[config.mk]
export PLATFORM = sky130hd
export DESIGN_NAME = fifo_uart_tx
export DESIGN_NICKNAME = d
export VERILOG_FILES = /design/src/rtl/uart_pkg.sv /design/src/rtl/baud_counter.sv /design/src/rtl/fifo_uart_tx.sv
export SDC_FILE = /design/constraint.sdc
export NUM_CORES = 1
export LEC_CHECK = 0
export ABC_AREA = 1
export ABC_CLOCK_PERIOD_IN_PS = 3770
export CORE_UTILIZATION = 62
export CTS_BUF_LIST = sky130_fd_sc_hd__clkbuf_8
export DETAILED_ROUTE_END_ITERATION = 12
export GPL_ROUTABILITY_DRIVEN = 0
export PLACE_DENSITY = 0.93
export SLEW_MARGIN = 20
export SYNTH_ARGS = -nofsm -noshare
export SYNTH_HDL_FRONTEND = slang
export SYNTH_SLANG_ARGS = --single-unit
[constraint.sdc]
create_clock -name clk -period 3.77 [get_ports clk]
set_input_delay 0.754 -clock clk [delete_from_list [all_inputs] [get_ports clk]]
set_output_delay 0.754 -clock clk [all_outputs]
set_load 0.01 [all_outputs]
[src/rtl/uart_pkg.sv]
// Shared types and line levels for the FIFO-draining UART transmitter.
package uart_pkg;

  // Transmitter frame phases; IDLE doubles as the "ready for a word" state.
  typedef enum logic [2:0] {
    IDLE   = 3'd0,
    START  = 3'd1,
    DATA   = 3'd2,
    PARITY = 3'd3,
    STOP   = 3'd4
  } txState_t;

  // Serial line levels: the line rests high and a frame opens with a low start bit.
  localparam logic IDLE_LEVEL  = 1'b1;
  localparam logic START_LEVEL = 1'b0;

endpackage

[src/rtl/baud_counter.sv]
// Bit-period timer: counts clk cycles within one serial bit and flags the last one.
module baud_counter #(
  parameter int CLKS_PER_BIT = 16
) (
  input  logic clk,
  input  logic reset_n,
  input  logic clear_i,
  output logic tick_o
);

  localparam int CW = (CLKS_PER_BIT > 1) ? $clog2(CLKS_PER_BIT) : 1;
  localparam logic [CW-1:0] LAST_COUNT = CW'(CLKS_PER_BIT - 1);

  logic [CW-1:0] count_q;
  logic [CW-1:0] count_d;

  // tick only looks at the count, never at clear_i, so the owner may derive clear_i from tick_o
  assign tick_o = (count_q == LAST_COUNT);

  // Next count: restart on clear, wrap at the bit boundary, otherwise advance.
  always_comb begin
    count_d = count_q;
    if (clear_i) begin
      count_d = '0;
    end else if (count_q == LAST_COUNT) begin
      count_d = '0;
    end else begin
      count_d = count_q + CW'(1);
    end
  end

  // Count register, cleared asynchronously.
  always_ff @(posedge clk or negedge reset_n) begin
    if (!reset_n) begin
      count_q <= '0;
    end else begin
      count_q <= count_d;
    end
  end

endmodule

[src/rtl/fifo_uart_tx.sv]
// FIFO pop-side UART transmitter: takes one word per frame through the valid/grant
// handshake and serialises it as start, data LSB first, optional even parity, stop bit(s).
module fifo_uart_tx
  import uart_pkg::*;
#(
  parameter int DATA_WIDTH   = 8,
  parameter int CLKS_PER_BIT = 16,
  parameter int PARITY_EN    = 0,
  parameter int STOP_BITS    = 1
) (
  input  logic                  clk,
  input  logic                  reset_n,
  input  logic                  pop_valid_i,
  input  logic [DATA_WIDTH-1:0] pop_data_i,
  output logic                  pop_grant_o,
  output logic                  tx_o,
  output logic                  busy_o
);

  localparam int BCW = $clog2(DATA_WIDTH + 1);
  localparam logic [BCW-1:0] LAST_DATA_BIT = BCW'(DATA_WIDTH - 1);
  localparam logic [BCW-1:0] LAST_STOP_BIT = BCW'(STOP_BITS - 1);

  txState_t              state_q, state_d;
  logic [DATA_WIDTH-1:0] shift_q, shift_d;
  logic [BCW-1:0]        bitCnt_q, bitCnt_d;
  logic                  parity_q, parity_d;
  logic                  tx_q, tx_d;

  logic bitTick;
  logic lastStopCycle;
  logic transfer;
  logic baudClear;

  // The counter is held at zero while idle and restarted on every accepted word,
  // so each frame's start bit lasts a full bit period from the handshake edge.
  assign baudClear = (state_q == IDLE) || transfer;

  baud_counter #(
    .CLKS_PER_BIT(CLKS_PER_BIT)
  ) u_baud (
    .clk    (clk),
    .reset_n(reset_n),
    .clear_i(baudClear),
    .tick_o (bitTick)
  );

  // Grant depends only on state and counters so the FIFO sees no path from its own valid.
  assign lastStopCycle = (state_q == STOP) && bitTick && (bitCnt_q == LAST_STOP_BIT);
  assign pop_grant_o   = (state_q == IDLE) || lastStopCycle;
  assign transfer      = pop_valid_i && pop_grant_o;

  assign tx_o   = tx_q;
  assign busy_o = (state_q != IDLE);

  // Frame sequencing: capture on transfer, otherwise advance one phase per bit tick.
  always_comb begin
    state_d  = state_q;
    shift_d  = shift_q;
    bitCnt_d = bitCnt_q;
    parity_d = parity_q;
    tx_d     = tx_q;

    if (transfer) begin
      state_d  = START;
      tx_d     = START_LEVEL;
      shift_d  = pop_data_i;
      parity_d = ^pop_data_i;
      bitCnt_d = '0;
    end else if (bitTick) begin
      unique case (state_q)
        START: begin
          state_d  = DATA;
          tx_d     = shift_q[0];
          shift_d  = shift_q >> 1;
          bitCnt_d = '0;
        end
        DATA: begin
          if (bitCnt_q == LAST_DATA_BIT) begin
            bitCnt_d = '0;
            if (PARITY_EN != 0) begin
              state_d = PARITY;
              tx_d    = parity_q;
            end else begin
              state_d = STOP;
              tx_d    = IDLE_LEVEL;
            end
          end else begin
            bitCnt_d = bitCnt_q + BCW'(1);
            tx_d     = shift_q[0];
            shift_d  = shift_q >> 1;
          end
        end
        PARITY: begin
          state_d  = STOP;
          tx_d     = IDLE_LEVEL;
          bitCnt_d = '0;
        end
        STOP: begin
          if (bitCnt_q == LAST_STOP_BIT) begin
            state_d  = IDLE;
            tx_d     = IDLE_LEVEL;
            bitCnt_d = '0;
          end else begin
            bitCnt_d = bitCnt_q + BCW'(1);
          end
        end
        default: begin
          state_d = IDLE;
          tx_d    = IDLE_LEVEL;
        end
      endcase
    end
  end

  // Frame state registers; reset abandons any frame and returns the line high at once.
  always_ff @(posedge clk or negedge reset_n) begin
    if (!reset_n) begin
      state_q  <= IDLE;
      shift_q  <= '0;
      bitCnt_q <= '0;
      parity_q <= 1'b0;
      tx_q     <= IDLE_LEVEL;
    end else begin
      state_q  <= state_d;
      shift_q  <= shift_d;
      bitCnt_q <= bitCnt_d;
      parity_q <= parity_d;
      tx_q     <= tx_d;
    end
  end

endmodule
==> run metrics <==
outcome completed; final cycle utilization of the critical path 70.8%; setup TNS 0 ps; wirelength, routed 2.40 mm; Area Growth Syn to Fin 15.4%; Final min period 2670 ps; Mapped Nets 181; Crit path required time 3020 ps; final clock skew 4.25 ps; initial core utilization 68.6%; register area 502 um2; CP endpoint kind output pin; row count 15; post-CTS setup buffer count 0; vias in the first global route 973; Via density 5.21; synthesis-stage register bit count 20; Antenna Cells 0; Min-Delay Path Class register to register; clk_lat worst skew 260 ps; initial antenna violation count 0; Die Y 46.7 um; crit start category register; max_cap viols 0; via count 1079; Port Buffers 13; CTS tree built; Synth cell types 24; global route hottest layer met2; Cell Area, Synth 1240 um2; Routed WL per cell 11.6 um; Die W 46.7 um; largest net degree at the start of global routing 21; Final nets 197; total CTS buffers 3; root buf cell clkbuf_8; endpoints failing hold 0; antenna viol nets, final 0; WS Path Type register to output pin; Global Route met3 Usage 3.92%; HPWL Detailed 1.78 mm; # clock sinks 20; Core ar. 1800 um2; Synth warnings 0; total congestion overflow 0; average size of a mapped cell 7.40 um2; crit path max fanout 10; post-synthesis sequential area ratio 40.6%; I/O pins 14; GRT Total Usage 26.0%; worst vdd ir 463 uV; H-tree Lvls 1; grt met1 use 32.5%; area of the multi-input gates 651 um2; headroom to the max-slew limit 40.1%; DRC violation count after routing 0; share of layout cells above drive strength 1 15.4%; Final setup viols 0; cts hold-fix bufs 0; post-synthesis instance total 167; maximum clock path buffer count 2; PD cells 698 nW/um2; DRT iter0 DRCs 37; Min Hold Slack 486 ps; first-pass GRT wire length 3.99 mm; Highest Clock Rate 374 MHz; die area 2180 um2; post_cts resized 0; clk slew on worst S/H paths 70 ps; filler cell count 128; Worst Tran Pin Value 896 ps; Leakage 0.000747 uW; Pins Over Slew Limit 0; Worst EP arrival 1920 ps; RSZ-0062 raised after global routing no; TritonRoute pass-1 iters 4; GR Util met2 44.4%
## state kept, by name (all words and copies together) (netlist names)
signal and flops:
state_q 3, tx_o 1, shift_q 8, u_baud.count_q 4, bitCnt_q 4
## through the flow
| step | cell area, um2 | util (%) | setup WS [ps] | total power, uW | cells |
|---|---|---|---|---|---|
| 4_1_cts | 1430 | 79.2 | 1090 | 1000 | 207 |
| 6_report | 1430 | 79.2 | 1100 | 995 | 207 |
| 2_1_floorplan | 1240 | - | 2020 | 734 | 167 |
| 3_3_place_gp | 1380 | 76.7 | 1450 | 832 | 203 |
| 5_1_grt | 1430 | 79.2 | 991 | 1080 | 207 |
| 3_5_place_dp | 1380 | 76.7 | 1430 | 852 | 203 |
## cell usage in the layout, fill, tap and decap left out, types with 2 or more instances in the layout
master / n
dfrtp_1: 19
nand2_1: 68
inv_1: 11
nor3_2: 2
nand2_8: 2
nor2_2: 5
nand2_2: 4
nand3b_1: 2
clkbuf_8: 3
ha_1: 3
inv_2: 8
a21oi_1: 4
nor2_1: 7
nand3_1: 19
o21ai_1: 4
clkdlybuf4s50_1: 13
## report_power, final
group | switching [uW] | internal, uW | leakage [uW]
combinational | 299 | 190 | 0.000463
clock | 69.0 | 72.5 | 0.0000269
sequential | 67.0 | 298 | 0.000257
total | 435 | 561 | 0.000747
## final timing paths
path                                  start           to  slack [ps]  depth (start not counted)
worst max-delay path            bitCnt_q[0]  pop_grant_o        1100                          7
worst min-delay path             shift_q[5]   shift_q[5]         490                          2
worst max register to register  bitCnt_q[0]   state_q[0]        2050                         11
worst min register to register   shift_q[5]   shift_q[5]         490                          2
max in group asynchronous           reset_n   shift_q[4]        2220                          1
min in group asynchronous           reset_n   state_q[2]        1000                          1
## synthesized netlist by cell type
master / instances / area (um2)
o21ai_1: 4 / 20.0
nand2_1: 68 / 255
ha_1: 3 / 37.5
a21oi_4: 1 / 16.3
nor2_2: 5 / 31.3
buf_6: 1 / 11.3
nand2_4: 1 / 11.3
inv_2: 8 / 30.0
o21ai_2: 1 / 8.76
inv_1: 10 / 37.5
nor2_1: 7 / 26.3
nand3b_1: 2 / 15.0
nand2_2: 4 / 25.0
nor3_2: 2 / 20.0
a21oi_1: 4 / 20.0
nand4_1: 1 / 6.26
nand3_1: 19 / 95.1
dfstp_2: 1 / 26.3
o21ai_0: 1 / 5.00
nand2_8: 2 / 40.0
buf_2: 1 / 5.00
xor2_1: 1 / 8.76
xnor2_1: 1 / 8.76
dfrtp_1: 19 / 475
## area by class of cell
class                      count  share of cell area, %
clock buffer                   3                   2.89
clock inverter                 1                  0.263
inverter                      18                   4.74
multi-input combinational    127                   45.6
sequential                    20                   35.2
tap                           25                   2.19
timing repair buffer          13                   9.12
## metal layers
layer	vias to the layer above	share of wire (%)
met5	-	0
met4	0	1.6
met1	475	45
met3	7	4.5
li1	557	-
met2	40	49
## worst max-delay path, stage by stage (launching register included)
cell and delay, ps:
dfrtp_1 430, inv_1 110, ha_1 180, nand2_1 80
nor2_2 130, nand2_4 80, nand2_8 100, clkdlybuf4s50_1 540
## logic make-up (layout without fill, tap and decap cells)
family	count (synthesis)	in the layout	share of synthesized area (%)
AND/OR/NAND/NOR	111	111	42.5
flip-flops	20	20	40.6
XOR/XNOR	2	2	1.42
AO/OA/AOI/OAI	11	11	5.67
buffers and inverters	20	35	6.78
adder cells (fa/ha/maj)	3	3	3.04
(Power assumes the default switching activity.)
